**src/rtl/hazard_pkg.sv**
```systemverilog
// Shared encodings for the RV32IM hazard controller: forward-select codes and divider FSM states.
package hazard_pkg;

  localparam logic [1:0] FWD_NONE = 2'b00;
  localparam logic [1:0] FWD_MEM  = 2'b10;
  localparam logic [1:0] FWD_WB   = 2'b01;

  typedef enum logic [1:0] {
    IDLE = 2'b00,
    BUSY = 2'b01,
    DONE = 2'b10
  } div_state_t;

endpackage

```
**src/rtl/hazard_if.sv**
```systemverilog
// Pipeline-side bundle of the hazard controller: register ids and strobes in, forward/stall/flush controls out.
interface hazard_if #(
  parameter int REG_AW = 5,
  parameter int PERF_W = 16
);
  logic              RegWriteM;
  logic [REG_AW-1:0] RD_M;
  logic              RegWriteW;
  logic [REG_AW-1:0] RD_W;
  logic [REG_AW-1:0] Rs1_D;
  logic [REG_AW-1:0] Rs2_D;
  logic [REG_AW-1:0] Rs1_E;
  logic [REG_AW-1:0] Rs2_E;
  logic [REG_AW-1:0] RD_E;
  logic              MemReadE;
  logic              DivStartE;
  logic              PCSrcE;
  logic [1:0]        ForwardAE;
  logic [1:0]        ForwardBE;
  logic              StallF;
  logic              StallD;
  logic              StallE;
  logic              FlushD;
  logic              FlushE;
  logic              FlushM;
  logic              DivBusy;
  logic              DivDone;
  logic [PERF_W-1:0] StallCount;

  modport master (
    output RegWriteM, RD_M, RegWriteW, RD_W, Rs1_D, Rs2_D, Rs1_E, Rs2_E, RD_E,
           MemReadE, DivStartE, PCSrcE,
    input  ForwardAE, ForwardBE, StallF, StallD, StallE, FlushD, FlushE, FlushM,
           DivBusy, DivDone, StallCount
  );

  modport slave (
    input  RegWriteM, RD_M, RegWriteW, RD_W, Rs1_D, Rs2_D, Rs1_E, Rs2_E, RD_E,
           MemReadE, DivStartE, PCSrcE,
    output ForwardAE, ForwardBE, StallF, StallD, StallE, FlushD, FlushE, FlushM,
           DivBusy, DivDone, StallCount
  );
endinterface

```
**src/rtl/hazard_div_interlock_fsm.sv**
```systemverilog
// Divider interlock: holds EX for DIV_CYCLES cycles from the start cycle, then pulses DivDone for one cycle.
// DONE ignores DivStartE so the divide still sitting in EX cannot retrigger itself.
module div_interlock_fsm
  import hazard_pkg::*;
#(
  parameter int DIV_CYCLES = 32
) (
  input  logic clk,
  input  logic rst,
  input  logic DivStartE,
  output logic DivBusy,
  output logic DivDone
);

  localparam int CW = (DIV_CYCLES > 2) ? $clog2(DIV_CYCLES) : 1;

  div_state_t    state_q, state_d;
  logic [CW-1:0] cnt_q, cnt_d;

  always_ff @(posedge clk or negedge rst) begin
    if (!rst) begin
      state_q <= IDLE;
      cnt_q   <= '0;
    end else begin
      state_q <= state_d;
      cnt_q   <= cnt_d;
    end
  end

  always_comb begin
    state_d = state_q;
    cnt_d   = cnt_q;
    DivBusy = 1'b0;
    DivDone = 1'b0;
    unique case (state_q)
      IDLE: begin
        if (DivStartE) begin
          DivBusy = 1'b1;
          state_d = BUSY;
          cnt_d   = CW'(DIV_CYCLES - 1);
        end
      end
      BUSY: begin
        DivBusy = 1'b1;
        if (cnt_q == CW'(1)) state_d = DONE;
        else                 cnt_d   = cnt_q - CW'(1);
      end
      DONE: begin
        DivDone = 1'b1;
        state_d = IDLE;
      end
      default: state_d = IDLE;
    endcase
  end

endmodule

```
**src/rtl/hazard_ctrl.sv**
```systemverilog
// RV32IM hazard controller: EX forwarding, load-use stall, branch flush, divider interlock, stall counter.
// Divider interlock is built only when HAZARD_DIV_INTERLOCK_EN is defined; otherwise its outputs are tied 0.
module hazard_ctrl
  import hazard_pkg::*;
#(
  parameter int REG_AW     = 5,
  parameter int DIV_CYCLES = 32,
  parameter int PERF_W     = 16
) (
  input  logic     clk,
  input  logic     rst,
  hazard_if.slave  hif
);

  localparam logic [REG_AW-1:0] X0 = '0;

  logic              div_busy, div_done;
  logic              load_use;
  logic [1:0]        fwd_a, fwd_b;
  logic              stall_f, stall_d, stall_e;
  logic              flush_d, flush_e, flush_m;
  logic [PERF_W-1:0] stall_cnt_q, stall_cnt_d;

  function automatic logic [1:0] fwd_sel(
    input logic              wm, input logic [REG_AW-1:0] rdm,
    input logic              ww, input logic [REG_AW-1:0] rdw,
    input logic [REG_AW-1:0] rs
  );
    if (wm && rdm != X0 && rdm == rs)      return FWD_MEM;
    else if (ww && rdw != X0 && rdw == rs) return FWD_WB;
    else                                   return FWD_NONE;
  endfunction

`ifdef HAZARD_DIV_INTERLOCK_EN
  div_interlock_fsm #(
    .DIV_CYCLES (DIV_CYCLES)
  ) u_div (
    .clk       (clk),
    .rst       (rst),
    .DivStartE (hif.DivStartE),
    .DivBusy   (div_busy),
    .DivDone   (div_done)
  );
`else
  localparam int unused_div_cycles = DIV_CYCLES;
  logic unused_div_start;
  assign unused_div_start = hif.DivStartE;
  assign div_busy = 1'b0;
  assign div_done = 1'b0;
`endif

  assign load_use = hif.MemReadE && hif.RD_E != X0 &&
                    (hif.RD_E == hif.Rs1_D || hif.RD_E == hif.Rs2_D);

  // Priority: divider stall > branch flush > load-use; everything reads 0 while in reset.
  always_comb begin
    fwd_a   = FWD_NONE;
    fwd_b   = FWD_NONE;
    stall_f = 1'b0;
    stall_d = 1'b0;
    stall_e = 1'b0;
    flush_d = 1'b0;
    flush_e = 1'b0;
    flush_m = 1'b0;
    if (rst) begin
      fwd_a = fwd_sel(hif.RegWriteM, hif.RD_M, hif.RegWriteW, hif.RD_W, hif.Rs1_E);
      fwd_b = fwd_sel(hif.RegWriteM, hif.RD_M, hif.RegWriteW, hif.RD_W, hif.Rs2_E);
      if (div_busy) begin
        stall_f = 1'b1;
        stall_d = 1'b1;
        stall_e = 1'b1;
        flush_m = 1'b1;
      end else if (hif.PCSrcE) begin
        flush_d = 1'b1;
        flush_e = 1'b1;
      end else if (load_use) begin
        stall_f = 1'b1;
        stall_d = 1'b1;
        flush_e = 1'b1;
      end
    end
  end

  always_comb begin
    stall_cnt_d = stall_cnt_q;
    if (stall_f && stall_cnt_q != {PERF_W{1'b1}}) stall_cnt_d = stall_cnt_q + PERF_W'(1);
  end

  always_ff @(posedge clk or negedge rst) begin
    if (!rst) stall_cnt_q <= '0;
    else      stall_cnt_q <= stall_cnt_d;
  end

  assign hif.ForwardAE  = fwd_a;
  assign hif.ForwardBE  = fwd_b;
  assign hif.StallF     = stall_f;
  assign hif.StallD     = stall_d;
  assign hif.StallE     = stall_e;
  assign hif.FlushD     = flush_d;
  assign hif.FlushE     = flush_e;
  assign hif.FlushM     = flush_m;
  assign hif.DivBusy    = rst & div_busy;
  assign hif.DivDone    = rst & div_done;
  assign hif.StallCount = stall_cnt_q;

endmodule

```
**src/flat_wrapper.sv**
```systemverilog
// flat-port wrapper written by rule: the top's interface ports become plain ports
module hazard_ctrl_flat import hazard_pkg::*;
#(
  parameter int REG_AW     = 5,
  parameter int DIV_CYCLES = 32,
  parameter int PERF_W     = 16
)
  (clk, rst, hif_RegWriteM, hif_RD_M, hif_RegWriteW, hif_RD_W, hif_Rs1_D, hif_Rs2_D, hif_Rs1_E, hif_Rs2_E, hif_RD_E, hif_MemReadE, hif_DivStartE, hif_PCSrcE, hif_ForwardAE, hif_ForwardBE, hif_StallF, hif_StallD, hif_StallE, hif_FlushD, hif_FlushE, hif_FlushM, hif_DivBusy, hif_DivDone, hif_StallCount);
  hazard_if #(.REG_AW(REG_AW), .PERF_W(PERF_W)) hif_i ();
  input  logic clk;
  input  logic rst;
  input wire logic [$bits(hif_i.RegWriteM)-1:0] hif_RegWriteM;
  input wire logic [$bits(hif_i.RD_M)-1:0] hif_RD_M;
  input wire logic [$bits(hif_i.RegWriteW)-1:0] hif_RegWriteW;
  input wire logic [$bits(hif_i.RD_W)-1:0] hif_RD_W;
  input wire logic [$bits(hif_i.Rs1_D)-1:0] hif_Rs1_D;
  input wire logic [$bits(hif_i.Rs2_D)-1:0] hif_Rs2_D;
  input wire logic [$bits(hif_i.Rs1_E)-1:0] hif_Rs1_E;
  input wire logic [$bits(hif_i.Rs2_E)-1:0] hif_Rs2_E;
  input wire logic [$bits(hif_i.RD_E)-1:0] hif_RD_E;
  input wire logic [$bits(hif_i.MemReadE)-1:0] hif_MemReadE;
  input wire logic [$bits(hif_i.DivStartE)-1:0] hif_DivStartE;
  input wire logic [$bits(hif_i.PCSrcE)-1:0] hif_PCSrcE;
  output wire logic [$bits(hif_i.ForwardAE)-1:0] hif_ForwardAE;
  output wire logic [$bits(hif_i.ForwardBE)-1:0] hif_ForwardBE;
  output wire logic [$bits(hif_i.StallF)-1:0] hif_StallF;
  output wire logic [$bits(hif_i.StallD)-1:0] hif_StallD;
  output wire logic [$bits(hif_i.StallE)-1:0] hif_StallE;
  output wire logic [$bits(hif_i.FlushD)-1:0] hif_FlushD;
  output wire logic [$bits(hif_i.FlushE)-1:0] hif_FlushE;
  output wire logic [$bits(hif_i.FlushM)-1:0] hif_FlushM;
  output wire logic [$bits(hif_i.DivBusy)-1:0] hif_DivBusy;
  output wire logic [$bits(hif_i.DivDone)-1:0] hif_DivDone;
  output wire logic [$bits(hif_i.StallCount)-1:0] hif_StallCount;
  assign hif_i.RegWriteM = hif_RegWriteM;
  assign hif_i.RD_M = hif_RD_M;
  assign hif_i.RegWriteW = hif_RegWriteW;
  assign hif_i.RD_W = hif_RD_W;
  assign hif_i.Rs1_D = hif_Rs1_D;
  assign hif_i.Rs2_D = hif_Rs2_D;
  assign hif_i.Rs1_E = hif_Rs1_E;
  assign hif_i.Rs2_E = hif_Rs2_E;
  assign hif_i.RD_E = hif_RD_E;
  assign hif_i.MemReadE = hif_MemReadE;
  assign hif_i.DivStartE = hif_DivStartE;
  assign hif_i.PCSrcE = hif_PCSrcE;
  assign hif_ForwardAE = hif_i.ForwardAE;
  assign hif_ForwardBE = hif_i.ForwardBE;
  assign hif_StallF = hif_i.StallF;
  assign hif_StallD = hif_i.StallD;
  assign hif_StallE = hif_i.StallE;
  assign hif_FlushD = hif_i.FlushD;
  assign hif_FlushE = hif_i.FlushE;
  assign hif_FlushM = hif_i.FlushM;
  assign hif_DivBusy = hif_i.DivBusy;
  assign hif_DivDone = hif_i.DivDone;
  assign hif_StallCount = hif_i.StallCount;
  hazard_ctrl #(.REG_AW(REG_AW), .DIV_CYCLES(DIV_CYCLES), .PERF_W(PERF_W)) u_core (.clk(clk), .rst(rst), .hif(hif_i));
endmodule
```
**config.mk**
```make
export PLATFORM = sky130hd
export DESIGN_NAME = hazard_ctrl_flat
export DESIGN_NICKNAME = d
export VERILOG_FILES = /design/src/rtl/hazard_pkg.sv /design/src/rtl/hazard_if.sv /design/src/rtl/hazard_div_interlock_fsm.sv /design/src/rtl/hazard_ctrl.sv /design/src/flat_wrapper.sv
export SDC_FILE = /design/constraint.sdc
export NUM_CORES = 1
export LEC_CHECK = 0
export CAP_MARGIN = 20
export CORE_AREA = 2 2 62 64
export CTS_CLUSTER_SIZE = 28
export DETAILED_ROUTE_END_ITERATION = 8
export DIE_AREA = 0 0 64 66
export DONT_BUFFER_PORTS = 1
export HOLD_SLACK_MARGIN = 0.1
export PLACE_DENSITY = 0.56
export SYNTH_ARGS = -nofsm -noshare
export SYNTH_HDL_FRONTEND = slang
export SYNTH_SLANG_ARGS = --single-unit
```
**constraint.sdc**
```tcl
create_clock -name clk -period 4 [get_ports clk]
set_clock_uncertainty 0.2 [all_clocks]
set_input_delay 0.8 -clock clk [delete_from_list [all_inputs] [get_ports clk]]
set_output_delay 0.8 -clock clk [all_outputs]
set_load 0.02 [all_outputs]
```
# --- After elaboration in Yosys (flattened, before gate mapping) ---
# Cells that the tools add are included.
word_totals:
  input_bits: 42
  word_cells: 35
  regBits: 16
op_classes:
  n_reduce_logical: 13
  n_eq_ne: 7
  muxes: 13
  addsub: 1
op_table:
  columns: ["operator", "n"]
  rows:
  - ["5-bit == test", 6]
  - ["16-bit by 1-bit adder with 16-bit output, second input constant", 1]
  - ["16-bit != test, second input constant", 1]
  - ["5-bit nonzero test", 3]
  - ["1-bit logical AND", 9]
  - ["1-bit two-way mux", 9]
  - ["2-bit two-way mux", 4]
  - ["1-bit logical OR", 1]

# --- Longest topological paths before layout ---
# Gate-level depths: netlist (run 1).
logic_depth:
  ltp_word: 7
  ltp_mapped: 7
  ltp_nobuf: 6

# --- Worst setup path before layout (run 1) ---
# Ideal clock, no wire load.
synth_path:
  kind: "input to output"
  start: "in hif_RD_M[0]"
  end: "out hif_ForwardAE[0]"
  t_arrival_ns: 2.217
  setup_slack_ns: 0.783
  t_required_ns: 3.000
  path_stages: 4
  n_path_buf: 0
  path_cell_list: "or4_1 > o21ai_0 > nor4_1 > nor4_1"
synth_via:
  elab_chain_len: 5
synth_rtl:
  columns: ["element", "line", "rtl"]
  rows:
  - ["start: declaration", "flat_wrapper.sv:13", "input wire logic [$bits(hif_i.RD_M)-1:0] hif_RD_M;"]
  - ["5-bit nonzero test", "hazard_ctrl.sv:29", "if (wm && rdm != X0 && rdm == rs) return FWD_MEM;"]
  - ["1-bit logical AND", "hazard_ctrl.sv:29", null]
  - ["1-bit logical AND *", "hazard_ctrl.sv:29", null]
  - ["2-bit two-way mux *", "hazard_ctrl.sv:29", null]
  - ["2-bit two-way mux *", "hazard_ctrl.sv:65", "if (rst) begin"]
  - ["end: declaration", "flat_wrapper.sv:24", "output wire logic [$bits(hif_i.ForwardAE)-1:0] hif_ForwardAE;"]
# Mark *: on every way between the ends. The rest lies on a longest branch, timed or not.

# --- Final worst setup path (run 1) ---
layout_path:
  start: "in hif_RD_M[0]"
  end: "out hif_ForwardBE[0]"
layout_via:
  elab_chain_len: 5
layout_rtl:
  columns: ["element", "line", "rtl"]
  rows:
  - ["5-bit nonzero test", "hazard_ctrl.sv:29", null]
  - ["1-bit logical AND", "hazard_ctrl.sv:29", null]
  - ["1-bit logical AND *", "hazard_ctrl.sv:29", null]
  - ["2-bit two-way mux *", "hazard_ctrl.sv:29", null]
  - ["2-bit two-way mux *", "hazard_ctrl.sv:65", null]
  - ["end: declaration", "flat_wrapper.sv:25", "output wire logic [$bits(hif_i.ForwardBE)-1:0] hif_ForwardBE;"]
# Marked as above.

==> metrics.md, run 1 <==
| Metric | Value |
|---|---|
| Total vias in the final route | about 1000 |
| Inserted Diodes | 0 |
| Worst-Margin Slew | approximately 760 ps |
| PortBufs | 0 |
| Total global routing track utilization | 15.22% |
| Fin crit period | between 3000 and 4000 ps |
| Req. time, crit path | roughly 3000 ps |
| First-pass GRT wire length | 5.030 mm |
| Final setup violation count | 0 |
| DR iter-0 viols | 43 |
| Largest net degree at the start of global routing | 17 |
| WL/cell | approximately 16 microns |
| Cell Count Post-Placement | 189 |
| Switching pwr | about 0.00011 W |
| Final net count | 190 |
| Clock power frac | between 30% and 40% |
| Initial core utilization | ~38% |
| Routed WL | slightly above 3 mm |
| Gate power share | between 10% and 20% |
| Post-Synthesis Cells | between 100 and 150 |
| Critical Path Sink Type | primary output |
| Switching Fraction | ~30% |
| CTS Buffer Depth | 2 |
| Yosys reg bits | 16 |
| RSZ-0062 raised after global routing | no |
| Syn Std Cell Area | roughly 1300 sq um |
| Wire length on met1 | approximately 1.2 mm |
| Fin crit share | approximately 81% |
| Peak VDD IR | 100.3 uV |
| Placed cell areas | 1371 sq um |
| Post-synth EDFFs | 0 |
| Fin area | between 1000 and 1500 sq um |
| Pleak | between 0.5 and 0.6 nW |
| Fin cells | between 150 and 200 |
| Row cnt | 22 |
| Core area | roughly 3600 sq um |
| Slew HR | 49.40% |
| Clock slew seen by the registers of the worst setup and hold paths | 100 ps |
| Vias/cell | 5.376 |
| Routability cong. | approximately 0.82 |
| Routed Antenna Nets | 0 |
| Synth unique cells | 36 |
| Synthesis-to-finish area growth | 5.297% |
| Status | complete, no violations |
| Setup bufs post-CTS | 0 |
| Max-slew violations | 0 |
| Max Cap Violations | 0 |
| Die height | between 60 and 70 microns |
| Total CTS buffers | 3 |
| Total grt overflow | 0 |
| Die area | 4224 sq um |
| Max reg flops | 16 |
| TritonCTS clock tree | done |
| DR top layer | met4 |
| Average cell area after synthesis | between 9 and 10 sq um |
| HP Class | flip-flop to flip-flop |
| Ys Warns | 0 |
| DRT Pass-1 Iters | 4 |
| Residual DRC | 0 |
| CTS H-tree depth | 1 |
| Core Util, Final | roughly two fifths |
| Pwr dens | about 260 nW/um^2 |
| Root buf cell | clkbuf_4 |
| Initial antenna violation count | 0 |
| Worst-skew pair later-pin latency | 290 ps |
| Final Hold Fails | 0 |
| Met3 WL | 256 microns |
| CP Max Fanout | 3 |
| Seq/Total Area, Yosys | between 20 and 30% |
| Post-DP HPWL | around 2.4 mm |
| Sequential Power Share | between 50% and 60% |
| Crit path launch type | input pin |
| Internal power | approximately 0.00026 W |
| Dominant synthesized flop cell | dfrtp_1 |
| Crit path kind | input pin to primary output |
| Met2 wire len | ~1.5 mm |
| Die X | about 64 microns |
| Total power | ~0.00037 W |
| Worst Path Arrival | ~2200 ps |
| Sink Count | 16 |
| Share of layout cells above drive strength 1 | around a tenth |
| Setup TNS | 0 ps |
| Max Fclk | between 0.3 and 0.4 GHz |
| Vias in the first global route | 1124 |
| Fraction of registers with async set/reset | 100.0% |
| IO Pins | 70 |
==> routing by layer <==
layer  track usage, %  vias to the layer above
li1                 -                      502
met4            6.793                        0
met2            26.82                       45
met3            4.770                        2
met5                0                        -
met1            16.74                      494
==> final timing paths <==
kind,from,endpoint,slack [ps],depth (start not counted)
min reg2reg,u_core.hif.StallCount[11],u_core.hif.StallCount[11],440,1
max in group asynchronous,rst,u_core.hif.StallCount[2],2310,1
max,hif_RD_M[0],hif_ForwardBE[0],760,4
min in group asynchronous,rst,u_core.hif.StallCount[10],820,1
min,u_core.hif.StallCount[11],u_core.hif.StallCount[11],440,1
max reg2reg,u_core.hif.StallCount[0],u_core.hif.StallCount[1],1540,6
==> layout by cell type (no fill, tap or decap), drive strengths merged, types with 2 or more instances in the layout <==
cell and n:
conb 4, nand3 17, xor2 15, buf 2, and3 2, nor3 6
o21ai 2, clkbuf 4, xnor2 29, nor4 4, mux2 2, nand2 7
nor2 4, or4 5, nand4 8, nor2b 2, and2 4, dfrtp 16
==> logic make-up after synthesis <==
family | after synthesis | synth area share [%]
other | 1 | 0.2785
and+or+nand+nor | 65 | 29.09
muxes | 2 | 1.673
DFF | 16 | 29.74
AOI/OAI and AO/OA | 6 | 4.833
xor gates and xnor gates | 44 | 28.62
buffers and inverters | 9 | 4.832
adders and majority gates | 1 | 0.9292
==> power by group through the flow <==
stage	Sequential, W	Combinational [W]	Clock, W
2_1_floorplan	0.000189	0.0000597	0
3_3_place_gp	0.000192	0.0000601	0
3_5_place_dp	0.000193	0.0000641	0
4_1_cts	0.000190	0.0000686	0.000113
5_1_grt	0.000191	0.0000754	0.000120
6_report	0.000189	0.0000669	0.000110
==> layout make-up <==
class | instances | area, sq um
inverter | 1 | 3.754
clock buffer | 4 | 36.28
timing repair buffer | 3 | 25.02
sequential | 16 | 400.4
tap | 48 | 60.06
fill | 351 | 2133
multi-input combinational | 122 | 892.1
==> repair_timing <==
item,4_1_cts,5_1_grt
hold buffers,1,0
resized for setup,0,0
endpoints found under the hold margin,16,0
==> worst max-delay path: stages <==
cell	delay, ps
or4_1	500
o21ai_0	240
nor4_1	130
nor4_2	570
==> stage by stage <==
stage | hold WS, ps | worst slack, ps
finish | 440.0 | 761.5
global route | 468.2 | 640.7
CTS | 448.2 | 753.4
detailed placement | 305.2 | 764.1
global placement | 305.3 | 814.3
floorplan | 304.4 | 782.6
==> synthesized netlist by cell type (3+ instances only) <==
cell type / n / area (sq um)
xnor2_1: 29 / 254.0
nand3_1: 17 / 85.08
dfrtp_1: 16 / 400.4
xor2_1: 15 / 131.4
nand2_1: 7 / 26.28
buf_4: 6 / 45.04
nand4_1: 6 / 37.54
nor3_1: 6 / 30.03
and2_1: 4 / 25.02
nor2_1: 4 / 15.01
or4_1: 4 / 30.03
nor4_1: 3 / 18.77
Note: power is estimated with default switching activity, not from simulation.
==> inputs of run 2 (changes only) <==
--- a/config.mk
+++ b/config.mk
@@ -12,7 +12,7 @@
 export DIE_AREA = 0 0 64 66
 export DONT_BUFFER_PORTS = 1
 export HOLD_SLACK_MARGIN = 0.1
-export PLACE_DENSITY = 0.56
+export PLACE_DENSITY = 0.58
 export SYNTH_ARGS = -nofsm -noshare
 export SYNTH_HDL_FRONTEND = slang
 export SYNTH_SLANG_ARGS = --single-unit
==> constraint.sdc (replaced) <==
create_clock -name clk -period 2.6 [get_ports clk]
set_clock_uncertainty 0.2 [all_clocks]
set_input_delay 0.52 -clock clk [delete_from_list [all_inputs] [get_ports clk]]
set_output_delay 0.52 -clock clk [all_outputs]
set_load 0.02 [all_outputs]
==> run 2 against run 1 <==
  * Non-clock buffer count increased by 4
  * Register-to-register slack got worse by 1100 ps
  * Worst hold slack got worse by 45 ps
  * Sequential cell count unchanged
  * Wire length decreased by 2.0%
  * Power increased by 55%
  * Critical path depth increased by 1
  * First-iteration DRC count decreased by 42%
  * Count of clock-buffer cells in the layout unchanged
  * Via count decreased by 0.29%
  * Cell count increased by 2.1%
  * Global-route usage decreased by 0.65 points
  * Critical path type unchanged
  * Critical endpoint unchanged
==> metrics.md, run 2 (synthesized netlist as in run 1, its figures left out) <==
| Metric | Value |
|---|---|
| Status | complete, no violations (unchanged) |
| Share of layout cells above drive strength 1 | 13.33% (was 10.27%) |
| Pwr dens | 390.0 nW/um^2 (was 258.1 nW/um^2) |
| TritonCTS clock tree | done (unchanged) |
| Vias in the first global route | 1120 (was 1124) |
| DRT Pass-1 Iters | 4 (unchanged) |
| Critical Path Sink Type | primary output (unchanged) |
| Routed WL | 2.988 mm (was 3.048 mm) |
| CTS Buffer Depth | 2 (unchanged) |
| Largest net degree at the start of global routing | 17 (unchanged) |
| Crit-path cells | or4_1 -> o21ai_1 -> nor4_1 -> nor4_2 -> buf_4 (was or4_1 -> o21ai_0 -> nor4_1 -> nor4_2) |
| CP Max Fanout | 3 (unchanged) |
| Worst-Margin Slew | 690.7 ps (was 756.4 ps) |
| IO Pins | 70 (unchanged) |
| Slowest-stage cell, CP | or4_1 (was nor4_2) |
| Initial antenna violation count | 0 (unchanged) |
| Core area | 3551 sq um (unchanged) |
| Max Fclk | roughly 0.41 GHz |
| Residual DRC | 0 (unchanged) |
| Peak VDD IR | 161.0 uV (was 100.3 uV) |
| Crit path buffers/inverters | 1 (was 0) |
| Crit path kind | input pin to primary output (unchanged) |
| PortBufs | 0 (unchanged) |
| Max reg flops | 16 (unchanged) |
| First-pass GRT wire length | 4.912 mm (was 5.030 mm) |
| Vias/cell | 5.253 (was 5.376) |
| Total grt overflow | 0 (unchanged) |
| Initial core utilization | 37.91% (unchanged) |
| Total vias in the final route | 1040 (was 1043) |
| Core Util, Final | 40.94% (was 39.92%) |
| Setup WS pre-CTS | 61.39 ps (was 764.1 ps) |
| Routed Antenna Nets | 0 (unchanged) |
| Final setup margin | 133.5 ps (was 761.5 ps) |
| HP Class | input pin to flip-flop (was flip-flop to flip-flop) |
| Top delay family on crit path | simple AND/OR/NAND/NOR gates (unchanged) |
| Setup TNS | 0 ps (unchanged) |
| Max-slew violations | 0 (unchanged) |
| Final Hold Fails | 0 (unchanged) |
| Req. time, crit path | 1880 ps (was 3000 ps) |
| Die X | 64 microns (unchanged) |
| WL/cell | 15.09 microns (was 15.71 microns) |
| Synthesis-to-finish area growth | 7.992% (was 5.297%) |
| Sink Count | 16 (unchanged) |
| Final setup violation count | 0 (unchanged) |
| Fin crit period | between 2000 and 2500 ps |
| Routability cong. | 0.7933 (was 0.8241) |
| Delay of the slowest cell on the worst path | 510 ps (was 570 ps) |
| Most frequent cells in the layout | 29 x xnor2_1, 17 x nand3_1, 16 x dfrtp_1, 15 x xor2_1, 7 x nand2_1 (unchanged) |
| Slew HR | 53.80% (was 49.40%) |
| Post-DP HPWL | 2.485 mm (was 2.449 mm) |
| Row cnt | 22 (unchanged) |
| Inserted Diodes | 0 (unchanged) |
| CTS H-tree depth | 1 (unchanged) |
| RSZ-0062 raised after global routing | no (unchanged) |
| Total global routing track utilization | 14.57% (was 15.22%) |
| Setup bufs post-CTS | 0 (unchanged) |
| Fin crit share | 94.86% |
| Worst Path Arrival | 1750 ps (was 2240 ps) |
| Die area | 4224 sq um (unchanged) |
| Worst-skew pair later-pin latency | 280 ps (was 290 ps) |
| Crit path launch type | input pin (unchanged) |
| Commonest non-fill, non-tap cell in the layout | xnor2_1 (unchanged) |
| Final net count | 194 (was 190) |
| DR iter-0 viols | 25 (was 43) |
| Clock slew seen by the registers of the worst setup and hold paths | 100 ps (about the same) |
| Total CTS buffers | 3 (unchanged) |
| Max Cap Violations | 0 (unchanged) |
| Pleak | 0.5360 nW (was 0.5152 nW) |
| Root buf cell | clkbuf_4 (unchanged) |
| Die height | 66 microns (unchanged) |
==> run 2: cell types whose count changed in the layout (fill, tap and decap cells not counted) <==
cell / previous run / this run
buf_4: 2 / 6
nor4_1: 3 / 2
nor4_2: 1 / 2
o21ai_0: 1 / 0
o21ai_1: 0 / 1
==> run 2: cell type report <==
cell class              instances  area (sq um)
clock buffers                   4         36.28
fillers                       354          2097
inverters                       1         3.754
multi-input cells             122         898.4
flip-flops and latches         16         400.4
well taps                      48         60.06
repair buffers                  7         55.05
==> run 2: power by group <==
group          switching (W)  internal [W]  leakage (nW)  total, W
registers          0.0000303      0.000260         0.222  0.000290
clock network      0.0000844     0.0000851        0.0210  0.000170
logic              0.0000538     0.0000535         0.293  0.000107
==> run 2: stage by stage <==
| step | area, sq um | total power [W] | hold slack (ps) | cells |
|---|---|---|---|---|
| 2_1_floorplan | 1364 | 0.0003834 | 24.41 | 147 |
| 6_report | 1454 | 0.0005670 | 394.9 | 198 |
| 3_3_place_gp | 1408 | 0.0003932 | 25.29 | 193 |
| 3_5_place_dp | 1408 | 0.0003985 | 24.95 | 193 |
| 5_1_grt | 1454 | 0.0005971 | 409.0 | 198 |
| 4_1_cts | 1454 | 0.0005772 | 387.8 | 198 |
==> run 2: path summary, 6_finish.rpt <==
check	start	to	slack (ps)	cells past startpoint
setup / recovery	hif_RD_M[0]	hif_ForwardBE[0]	130	5
hold / removal	hif_PCSrcE	u_core.hif.StallCount[4]	390	4
setup reg to reg	u_core.hif.StallCount[0]	u_core.hif.StallCount[14]	410	6
hold reg to reg	u_core.hif.StallCount[11]	u_core.hif.StallCount[11]	450	1
max in group asynchronous	rst	u_core.hif.StallCount[10]	1250	1
min in group asynchronous	rst	u_core.hif.StallCount[13]	510	1
==> run 2: routing by layer <==
layer	global-route usage, %	up-vias	part of all wire [%]
met5	0	-	0
met3	2.896	2	6.8
met1	17.82	487	43
li1	-	511	-
met4	4.076	0	0.57
met2	25.91	40	50
==> run 2: repair_timing <==
item | 4_1_cts | 5_1_grt
hold buffers | 1 | 0
hold endpoints to repair | 16 | 0
gates resized for setup | 0 | 1
endpoints found under the setup margin | 0 | 1
==> run 2: tightest hold or removal path, delay by kind of cell <==
kind          cells  cell delay (ps)
simple gates      2              120
buf+inv           1              160
xor+xnor          1               50
